<file path="src/rtl/fwft_fifo_downsizer_if.sv">
// Handshake bundle between an FWFT FIFO read port, the downsizer and a narrow valid/ready sink.
interface fwft_fifo_downsizer_if #(
  parameter int unsigned IN_WIDTH  = 32,
  parameter int unsigned OUT_WIDTH = 8
);
  logic                 fifo_empty;
  logic [IN_WIDTH-1:0]  fifo_dout;
  logic                 fifo_read;
  logic                 out_valid;
  logic [OUT_WIDTH-1:0] out_data;
  logic                 out_last;
  logic                 out_ready;
  logic                 busy;

  modport master (
    input  fifo_empty, fifo_dout, out_ready,
    output fifo_read, out_valid, out_data, out_last, busy
  );

  modport slave (
    output fifo_empty, fifo_dout, out_ready,
    input  fifo_read, out_valid, out_data, out_last, busy
  );
endinterface

</file>
<file path="src/rtl/fwft_fifo_downsizer.sv">
// Pops wide words from an FWFT FIFO and streams them out as RATIO narrow slices,
// reloading on the last accepted slice so consecutive words leave without a bubble.
module fwft_fifo_downsizer #(
  parameter int unsigned IN_WIDTH  = 32,
  parameter int unsigned RATIO     = 4,
  parameter int unsigned OUT_WIDTH = 8,
  parameter int unsigned MSB_FIRST = 0
) (
  input  logic                        clk,
  input  logic                        rst_n,
  fwft_fifo_downsizer_if.master       bus
);

  localparam int unsigned IdxW = (RATIO > 1) ? $clog2(RATIO) : 1;
  localparam logic [IdxW-1:0] LastIdx = IdxW'(RATIO - 1);

  typedef enum logic {StIdle, StSend} state_e;

  state_e                r_state;
  logic [IN_WIDTH-1:0]   r_word;
  logic [IdxW-1:0]       r_idx;

  logic                  w_send;
  logic                  w_last;
  logic                  w_accept;
  logic [IdxW-1:0]       w_sel;
  logic [OUT_WIDTH-1:0]  w_slice;

  assign w_send   = (r_state == StSend);
  assign w_last   = w_send && (r_idx == LastIdx);
  assign w_accept = w_send && bus.out_ready;
  assign w_sel    = (MSB_FIRST != 0) ? (LastIdx - r_idx) : r_idx;

  // Pop is gated by rst_n so the FIFO is never drained while the block is held in reset.
  assign bus.fifo_read = rst_n & ~bus.fifo_empty & (~w_send | (w_last & bus.out_ready));

  always_comb begin
    w_slice = '0;
    for (int i = 0; i < int'(RATIO); i++) begin
      if (w_sel == IdxW'(i)) begin
        w_slice = r_word[i*OUT_WIDTH +: OUT_WIDTH];
      end
    end
  end

  assign bus.out_valid = w_send;
  assign bus.out_data  = w_slice;
  assign bus.out_last  = w_last;
  assign bus.busy      = w_send;

  always_ff @(posedge clk or negedge rst_n) begin
    if (!rst_n) begin
      r_state <= StIdle;
      r_word  <= '0;
      r_idx   <= '0;
    end else begin
      if (bus.fifo_read) begin
        r_word  <= bus.fifo_dout;
        r_idx   <= '0;
        r_state <= StSend;
      end else if (w_accept) begin
        if (w_last) begin
          r_state <= StIdle;
        end else begin
          r_idx <= r_idx + 1'b1;
        end
      end
    end
  end

endmodule

</file>
<file path="src/flat_wrapper.sv">
// flat-port wrapper written by rule: the top's interface ports become plain ports
module fwft_fifo_downsizer_flat 
#(
  parameter int unsigned IN_WIDTH  = 32,
  parameter int unsigned RATIO     = 4,
  parameter int unsigned OUT_WIDTH = 8,
  parameter int unsigned MSB_FIRST = 0
)
  (clk, rst_n, bus_fifo_empty, bus_fifo_dout, bus_out_ready, bus_fifo_read, bus_out_valid, bus_out_data, bus_out_last, bus_busy);
  fwft_fifo_downsizer_if #(.IN_WIDTH(IN_WIDTH), .OUT_WIDTH(OUT_WIDTH)) bus_i ();
  input  logic clk;
  input  logic rst_n;
  input wire logic [$bits(bus_i.fifo_empty)-1:0] bus_fifo_empty;
  input wire logic [$bits(bus_i.fifo_dout)-1:0] bus_fifo_dout;
  input wire logic [$bits(bus_i.out_ready)-1:0] bus_out_ready;
  output wire logic [$bits(bus_i.fifo_read)-1:0] bus_fifo_read;
  output wire logic [$bits(bus_i.out_valid)-1:0] bus_out_valid;
  output wire logic [$bits(bus_i.out_data)-1:0] bus_out_data;
  output wire logic [$bits(bus_i.out_last)-1:0] bus_out_last;
  output wire logic [$bits(bus_i.busy)-1:0] bus_busy;
  assign bus_i.fifo_empty = bus_fifo_empty;
  assign bus_i.fifo_dout = bus_fifo_dout;
  assign bus_i.out_ready = bus_out_ready;
  assign bus_fifo_read = bus_i.fifo_read;
  assign bus_out_valid = bus_i.out_valid;
  assign bus_out_data = bus_i.out_data;
  assign bus_out_last = bus_i.out_last;
  assign bus_busy = bus_i.busy;
  fwft_fifo_downsizer #(.IN_WIDTH(IN_WIDTH), .RATIO(RATIO), .OUT_WIDTH(OUT_WIDTH), .MSB_FIRST(MSB_FIRST)) u_core (.clk(clk), .rst_n(rst_n), .bus(bus_i));
endmodule
</file>
<file path="config.mk">
export PLATFORM = sky130hd
export DESIGN_NAME = fwft_fifo_downsizer_flat
export DESIGN_NICKNAME = d
export VERILOG_FILES = /design/src/rtl/fwft_fifo_downsizer_if.sv /design/src/rtl/fwft_fifo_downsizer.sv /design/src/flat_wrapper.sv
export SDC_FILE = /design/constraint.sdc
export NUM_CORES = 1
export LEC_CHECK = 0
export ABC_AREA = 1
export CAP_MARGIN = 15
export CORE_MARGIN = 1
export CORE_UTILIZATION = 25
export CTS_CLUSTER_SIZE = 28
export DETAILED_ROUTE_END_ITERATION = 7
export PLACE_DENSITY_LB_ADDON = 0.1
export SKIP_CTS_REPAIR_TIMING = 1
export SLEW_MARGIN = 20
export SYNTH_ARGS = -nofsm -noshare
export SYNTH_HDL_FRONTEND = slang
export SYNTH_SLANG_ARGS = --single-unit
export TNS_END_PERCENT = 100
</file>
<file path="constraint.sdc">
create_clock -name clk -period 1.7 [get_ports clk]
set_input_delay 0.34 -clock clk [delete_from_list [all_inputs] [get_ports clk]]
set_output_delay 0.34 -clock clk [all_outputs]
set_load 0.02 [all_outputs]
</file>
# Yosys cells after proc, flatten, opt, wreduce, memory -nomap -nowiden
# Cells that the tools add are included.
[totals]
regBits = 35
out_inout_bits = 12
in_bits = 36
wordCells = 31
[classes]
bitwise_logic = 6
addsub = 1
n_mux = 10
n_reduce_logical = 7
n_eq_ne = 4
[ops]
columns = ["cell", "count"]
rows = [
  ["2-to-1 mux 8 bit", 4],
  ["2-to-1 mux 2 bit", 3],
  ["== test 2 bit (second input constant)", 2],
  ["AND reduction 2 bit", 2],
  ["nonzero test 2 bit", 2],
  ["bitwise AND 1 bit", 3],
  ["2-to-1 mux 1 bit", 3],
  ["adder 2 x 1 -> 2 bit (second input constant)", 1],
  ["== test 2 x 1 -> 1 bit (second input constant)", 1],
  ["logical AND 1 bit", 2],
  ["logical NOT 2 bit", 1],
  ["inequality test 2 bit (second input constant)", 1],
  ["NOT 1 bit", 2],
  ["bitwise OR 1 bit", 1],
]

# Depth between registers and ports, before layout
# Gate-level depths: netlist (run 1).
[logic_depth]
word_depth = 7
ltp_mapped = 9
depth_no_buf = 7

# Worst setup path before layout (run 1)
# OpenSTA, ideal clock, no wires.
[synth_path]
path_kind = "register -> output"
startpoint = "reg u_core.r_idx[0]"
endpoint = "out bus_out_data[0]"
path_buffers = 2
setup_slack_ns = 0.093
required_ns = 1.360
t_arrival_ns = 1.267
path_stages_with_launch = 8
path_cell_list = "dfrtp_1 inv_1 ha_1 clkbuf_2 buf_2 a21oi_1 nand2_1 nand2_1"
[synth_via]
elab_chain_len = 5
elab_cells_between_ends = 8
cone_classes = "3 x eq/ne; 4 x mux; 1 x reduce/logical"
[synth_rtl]
columns = ["element", "line_no", "source"]
rows = [
  ["start: declaration", "fwft_fifo_downsizer.sv:21", "logic [IdxW-1:0] r_idx;"],
  ["start signal: assignment", "fwft_fifo_downsizer.sv:65", "r_idx <= r_idx + 1'b1;"],
  ["logical NOT 2 bit", "fwft_fifo_downsizer.sv:40", "if (w_sel == IdxW'(i)) begin"],
  ["2-to-1 mux 8 bit (3 in series)", "fwft_fifo_downsizer.sv:40", ""],
  ["2-to-1 mux 8 bit *", "fwft_fifo_downsizer.sv:40", ""],
  ["end: declaration", "flat_wrapper.sv:18", "output wire logic [$bits(bus_i.out_data)-1:0] bus_out_data;"],
]
# Mark *: on every way between the ends. The rest lies on a longest branch, timed or not.

# Worst setup path after layout (run 1)
# Ends and elaborated chain as after synthesis.

==> metrics.txt, run 1 <==
status=finished, violations left; violated checks=setup timing; initial DRC count=43; Pre-antenna DRT Iters=4; CTS tree=yes; GRT Residual Overflow=0; Power Total=0.00455 W; Layout area overhead=45.9%; number of global-route vias before repair=1,558; syn_area_per_cell=~7.4 µm²; I/O Buffers=47; P_leak=1.33 nW; Ys Warns=0; Slew @ Worst Pin=0.473 ns; #FFs+latches synth=35; FMAX=about 520 MHz; placed cell area=2360 µm²; VDD IR max=around 0.93 mV; combinational cell fraction of total power=53.5%; drt total wl=between 4000 and 5000 µm; Via Count=between 1,500 and 2,000; unrepaired setup endpoints after global routing=true; # diodes=0; Worst slew margin=between 60% and 70%; Routed Antenna Nets=0; clock latency at the later pin of the worst-skew pair=a little under 0.3 ns; Final period util=112%; gr usage total=13.2%; Max H-tree Level=2; Hold Violations, Final=0; sw frac=roughly 42%; CTS clk-pin slew, worst paths=around 0.07 ns; NumNets Final=333; clock share of power=around an eighth; syn_nets=around 280; Max FO, Critical Path=9; fraction of layout cells with a size suffix above 1=approximately 20%; die width=roughly 86 µm; CTS root buffer=clkbuf_8; Critical Path Source Type=register; Mapped Area=approximately 1800 µm²; final instance area=2580 µm²; flop-to-flop setup slack=between 0.15 and 0.2 ns; setup violators final=9; fill count=around 750; Seq pwr share=roughly 34%; Die Y=approximately 86 µm; MaxCap Viol Count=0; # DRC=0; register area share after synthesis=between 40% and 50%; Placeable Area=between 6000 and 7000 µm²; Critical Path End Type=output pin; via/cell ratio=slightly below 4; Num CTS Buffers=5; clock buffer depth=2; Int Pwr=0.00262 W; routed wire length per instance=~12 µm; routability cong.=0.693; Max Slew Vio Count=0; initial antenna violation count=0; Multi-input gate area=roughly 850 µm²; FF+latch area=slightly below 900 µm²; min cycle time layout=~1.9 ns; # clock sinks=35; row cnt=30; Worst Hold Class=input pin to asynchronous set/reset pin; IO Pins=between 40 and 50; WS Path Type=register to output pin; largest net degree at the start of global routing=37; final worst slack=-0.206 ns; Final HPWL DP=about 3200 µm; Power Density=~1800 nW/µm²; CP Data Required Time=about 1.4 ns; first-pass GRT wire length=between 7000 and 8000 µm; Post-Syn Instances=around 240; Switch Pwr=about 0.0019 W; clock skew=0.00656 ns; library cells used by synthesis=15; Worst EP arrival=roughly 1.6 ns; Initial Util=roughly 26%; die footprint=between 7000 and 8000 µm²
==> placed cells by master (no fill, tap or decap) <==
cell type,netlist,routed
buf_2,5,2
inv_1,16,13
ha_2,0,1
clkbuf_8,0,5
ha_4,0,3
nand2_1,141,137
a21oi_4,0,3
a21oi_2,0,8
clkdlybuf4s50_1,0,34
dfrtp_2,0,2
clkbuf_2,1,1
nor2_1,2,2
clkbuf_1,1,2
buf_6,4,7
nand2_4,2,2
inv_2,0,1
buf_4,2,12
buf_12,0,1
nand2_2,1,5
dfrtp_1,35,33
clkinv_2,0,1
dlymetal6s2s_1,0,2
inv_4,1,3
nand3_1,8,8
a21oi_1,16,5
buf_8,0,1
==> logic make-up (layout without fill, tap and decap cells) <==
logic type / after synthesis / in the layout / share of synthesized area [%]
buffers and inverters: 30 / 85 / 9.04
adders and majority gates: 4 / 4 / 2.82
DFF: 35 / 35 / 49.4
and+or+nand+nor: 154 / 154 / 34.2
AOI/OAI and AO/OA: 16 / 16 / 4.52
==> power by group through the flow <==
stage          registers (W)  clock network (W)  logic, W
2_1_floorplan        0.00141                  0   0.00133
3_3_place_gp         0.00149                  0   0.00216
3_5_place_dp         0.00149                  0   0.00215
4_1_cts              0.00148           0.000613   0.00217
5_1_grt              0.00157           0.000651   0.00270
6_report             0.00153           0.000584   0.00243
==> metrics by stage <==
stage / cells / setup WS, ns / util [%] / TNS [ns] / hold slack, ns
finish: 390 / -0.206 / 37.8 / -1.70 / 0.107
global route: 390 / -0.297 / 37.8 / -2.60 / 0.142
CTS: 390 / -0.742 / 35.8 / -6.97 / 0.118
detailed placement: 382 / -0.407 / 34.6 / -3.74 / 0.432
global placement: 382 / -0.391 / 34.6 / -3.57 / 0.433
floorplan: 239 / 0.0932 / - / 0 / 0.0444
==> registers in the layout, summed over array words and instances, names as in the netlist <==
| register | cells |
|---|---|
| u_core.bus.busy | 1 |
| u_core.r_word | 32 |
| u_core.r_idx | 2 |
==> layer usage <==
metal  share of wire [%]  GRT usage [%]  vias to the layer above  wire length (µm)
met1                  52           18.4                      673              2370
li1                    -              -                      823                 -
met2                  42           20.1                       36              1930
met3                 4.8           3.24                        7               220
met4                 1.2           4.09                        0                57
met5                   0              0                        -                 0
==> worst paths after layout <==
path / cells after the start / endpoint / startpoint
worst max-delay path: 8 / bus_out_data[0] / u_core.r_idx[0]$_DFFE_PN0P_
worst min-delay path: 2 / u_core.bus.busy$_DFFE_PN0P_ / rst_n
worst max register to register: 9 / u_core.r_word[3]$_DFFE_PN0P_ / u_core.r_idx[0]$_DFFE_PN0P_
worst min register to register: 2 / u_core.r_word[26]$_DFFE_PN0P_ / u_core.r_word[26]$_DFFE_PN0P_
max in group asynchronous: 2 / u_core.r_idx[1]$_DFFE_PN0P_ / rst_n
min in group clk: 2 / u_core.r_word[26]$_DFFE_PN0P_ / u_core.r_word[26]$_DFFE_PN0P_
==> area by class of cell <==
type,count,area share (%)
multi-input combinational,174,32.9
timing repair buffer,60,22.6
sequential,35,34.0
inverter,17,2.76
clock buffer,7,2.95
tap,96,4.65
clock inverter,1,0.194
==> synth_stat cells <==
library cell | number | share of area, %
a21oi_1 | 16 | 4.5
buf_2 | 5 | 1.4
buf_4 | 2 | 0.85
buf_6 | 4 | 2.5
clkbuf_1 | 1 | 0.21
clkbuf_2 | 1 | 0.28
dfrtp_1 | 35 | 49
ha_1 | 4 | 2.8
inv_1 | 16 | 3.4
inv_4 | 1 | 0.35
nand2_1 | 141 | 30
nand2_2 | 1 | 0.35
nand2_4 | 2 | 1.3
nand3_1 | 8 | 2.3
nor2_1 | 2 | 0.42
==> worst max-delay path: stages, from the launching register on <==
cell and delay [ns]:
dfrtp_2 0.44, inv_4 0.07, ha_4 0.17, buf_8 0.14
a21oi_4 0.12, nand2_1 0.08, nand2_1 0.07, nand2_2 0.06
buf_6 0.13
(Power assumes the default switching activity.)
==> run 2, diff against run 1 <==
--- a/config.mk
+++ b/config.mk
@@ -7,6 +7,7 @@
 export LEC_CHECK = 0
 export ABC_AREA = 1
 export CAP_MARGIN = 15
+export CORE_ASPECT_RATIO = 0.9
 export CORE_MARGIN = 1
 export CORE_UTILIZATION = 25
 export CTS_CLUSTER_SIZE = 28
==> constraint.sdc (replaced) <==
create_clock -name clk -period 2.4 [get_ports clk]
set_input_delay 0.48 -clock clk [delete_from_list [all_inputs] [get_ports clk]]
set_output_delay 0.48 -clock clk [all_outputs]
set_load 0.02 [all_outputs]
==> metrics.txt, run 2 (synthesized netlist as in run 1, its figures left out) <==
NumNets Final=327; row cnt=28; most frequent cells in the layout=nand2_1, clkdlybuf4s50_1, dfrtp_1, a21oi_1, inv_1; Initial Util=about a quarter; clock share of power=14.5%; Worst EP arrival=between 1.5 and 2 ns; I/O Buffers=47; fraction of layout cells with a size suffix above 1=about 7.3%; Final period util=about 94%; drt total wl=roughly 4400 µm; Slew @ Worst Pin=0.472 ns; final worst slack=0.152 ns; number of global-route vias before repair=between 1,500 and 2,000; commonest non-fill, non-tap cell in the layout=nand2_1; Largest register FFs=32; Worst slew margin=around two thirds; Power Density=around 1200 nW/µm²; die footprint=between 7000 and 8000 µm²; gr usage total=approximately 13%; min cycle time layout=between 2 and 2.5 ns; fill count=~760; combinational cell fraction of total power=between 40% and 50%; WS Path Type=register to output pin; Register-to-Register Path Depth=9; largest net degree at the start of global routing=37; sw frac=about two fifths; Max H-tree Level=2; Int Pwr=0.00169 W; die width=between 90 and 100 µm; CTS tree=yes; CTS root buffer=clkbuf_8; Placeable Area=a little under 7000 µm²; clock latency at the later pin of the worst-skew pair=between 0.2 and 0.3 ns; initial DRC count=58; # diodes=0; MaxCap Viol Count=0; Seq pwr share=around 36%; Max Slew Vio Count=0; status=complete, no violations; Critical Path Source Type=register; Num CTS Buffers=5; final cell count without fillers=around 380; first-pass GRT wire length=roughly 7500 µm; Max FO, Critical Path=19; Top reg by flops=u_core.r_word; Hold Violations, Final=0; via/cell ratio=between 4 and 5; Critical Path End Type=output pin; hold slack=around 0.24 ns; # clock sinks=35; P_leak=roughly 1.4 nW; Switch Pwr=0.00122 W; routability cong.=slightly above 0.7; VDD IR max=roughly 0.42 mV; Die Y=approximately 82 µm; initial antenna violation count=0; Routed Antenna Nets=0; Power Total=around 0.0029 W; FMAX=around 440 MHz; setup violators final=0; DP Worst Slack=around 0.074 ns; Pre-antenna DRT Iters=5; Worst Hold Class=input pin to asynchronous set/reset pin; GRT Residual Overflow=0; Final HPWL DP=approximately 3100 µm; clock buffer depth=2; Via Count=1,523; CP Data Required Time=about 1.9 ns; routed wire length per instance=~12 µm; unrepaired setup endpoints after global routing=false; CTS clk-pin slew, worst paths=roughly 0.080 ns; Layout area overhead=37.2%; clock skew=0.0113 ns; Placed Cells=370; IO Pins=48; # DRC=0
## run 2: cell types whose count changed in the layout (fill, tap and decap cells not counted), sizes merged
cell	before	now
dlymetal6s2s	2	9
clkdlybuf4s50	34	37
clkinvlp	0	1
clkbuf	8	6
buf	23	8
## run 2: metal layers
metal  part of all wire, %  global-route usage (%)  vias up
li1                      -                       -      811
met5                     0                       0        -
met3                   6.3                    4.17        5
met4                  0.86                    3.87        0
met1                    55                    18.9      666
met2                    38                    19.6       41
## run 2: final timing paths
path,startpoint,endpoint,slack [ns]
setup / recovery,u_core.r_idx[0]$_DFFE_PN0P_,bus_out_last,0.15
hold / removal,rst_n,u_core.r_word[23]$_DFFE_PN0P_,0.24
setup reg to reg,u_core.r_idx[0]$_DFFE_PN0P_,u_core.r_word[6]$_DFFE_PN0P_,0.79
hold reg to reg,u_core.r_word[20]$_DFFE_PN0P_,u_core.r_word[20]$_DFFE_PN0P_,0.49
max in group asynchronous,rst_n,u_core.r_word[7]$_DFFE_PN0P_,1.81
min in group clk,u_core.r_word[20]$_DFFE_PN0P_,u_core.r_word[20]$_DFFE_PN0P_,0.49
## run 2: through the flow
| stage | util (%) | cell area, µm² | TNS [ns] |
|---|---|---|---|
| 2_1_floorplan | - | 1770 | 0 |
| 3_3_place_gp | 34.5 | 2320 | 0 |
| 3_5_place_dp | 34.5 | 2320 | 0 |
| 4_1_cts | 35.8 | 2410 | -1.50 |
| 5_1_grt | 36.1 | 2430 | 0 |
| 6_report | 36.1 | 2430 | 0 |
## run 2: area by class of cell
| class | instances | area [µm²] | area share, % |
|---|---|---|---|
| Clock buffer | 6 | 72.6 | 2.99 |
| Clock inverter | 2 | 12.5 | 0.515 |
| Inverter | 17 | 66.3 | 2.73 |
| Multi-Input combinational cell | 174 | 738 | 30.4 |
| Sequential cell | 35 | 876 | 36.0 |
| Tap cell | 90 | 113 | 4.63 |
| Timing Repair Buffer | 54 | 553 | 22.7 |
## run 2: critical path, stage by stage, from the launching register on
cell             delay, ns
dfrtp_1               0.40
ha_1                  0.21
buf_12                0.16
nand2_1               0.06
inv_1                 0.05
clkdlybuf4s50_1       0.60
## run 2: power groups by stage
stage / Combinational (W) / Clock, W / Sequential [W]
after CTS: 0.00151 / 0.000432 / 0.00104
final: 0.00146 / 0.000422 / 0.00104
after global placement: 0.00150 / 0 / 0.00105
after floorplan: 0.000940 / 0 / 0.000999
after detailed placement: 0.00150 / 0 / 0.00104
after global routing: 0.00167 / 0.000459 / 0.00107
==> run 3, diff against run 2 <==
--- a/config.mk
+++ b/config.mk
@@ -6,7 +6,6 @@
 export NUM_CORES = 1
 export LEC_CHECK = 0
 export ABC_AREA = 1
-export CAP_MARGIN = 15
 export CORE_ASPECT_RATIO = 0.9
 export CORE_MARGIN = 1
 export CORE_UTILIZATION = 25
==> results of run 3 <==
Same layout as run 2: the final DEF is identical, and so are final timing and power.
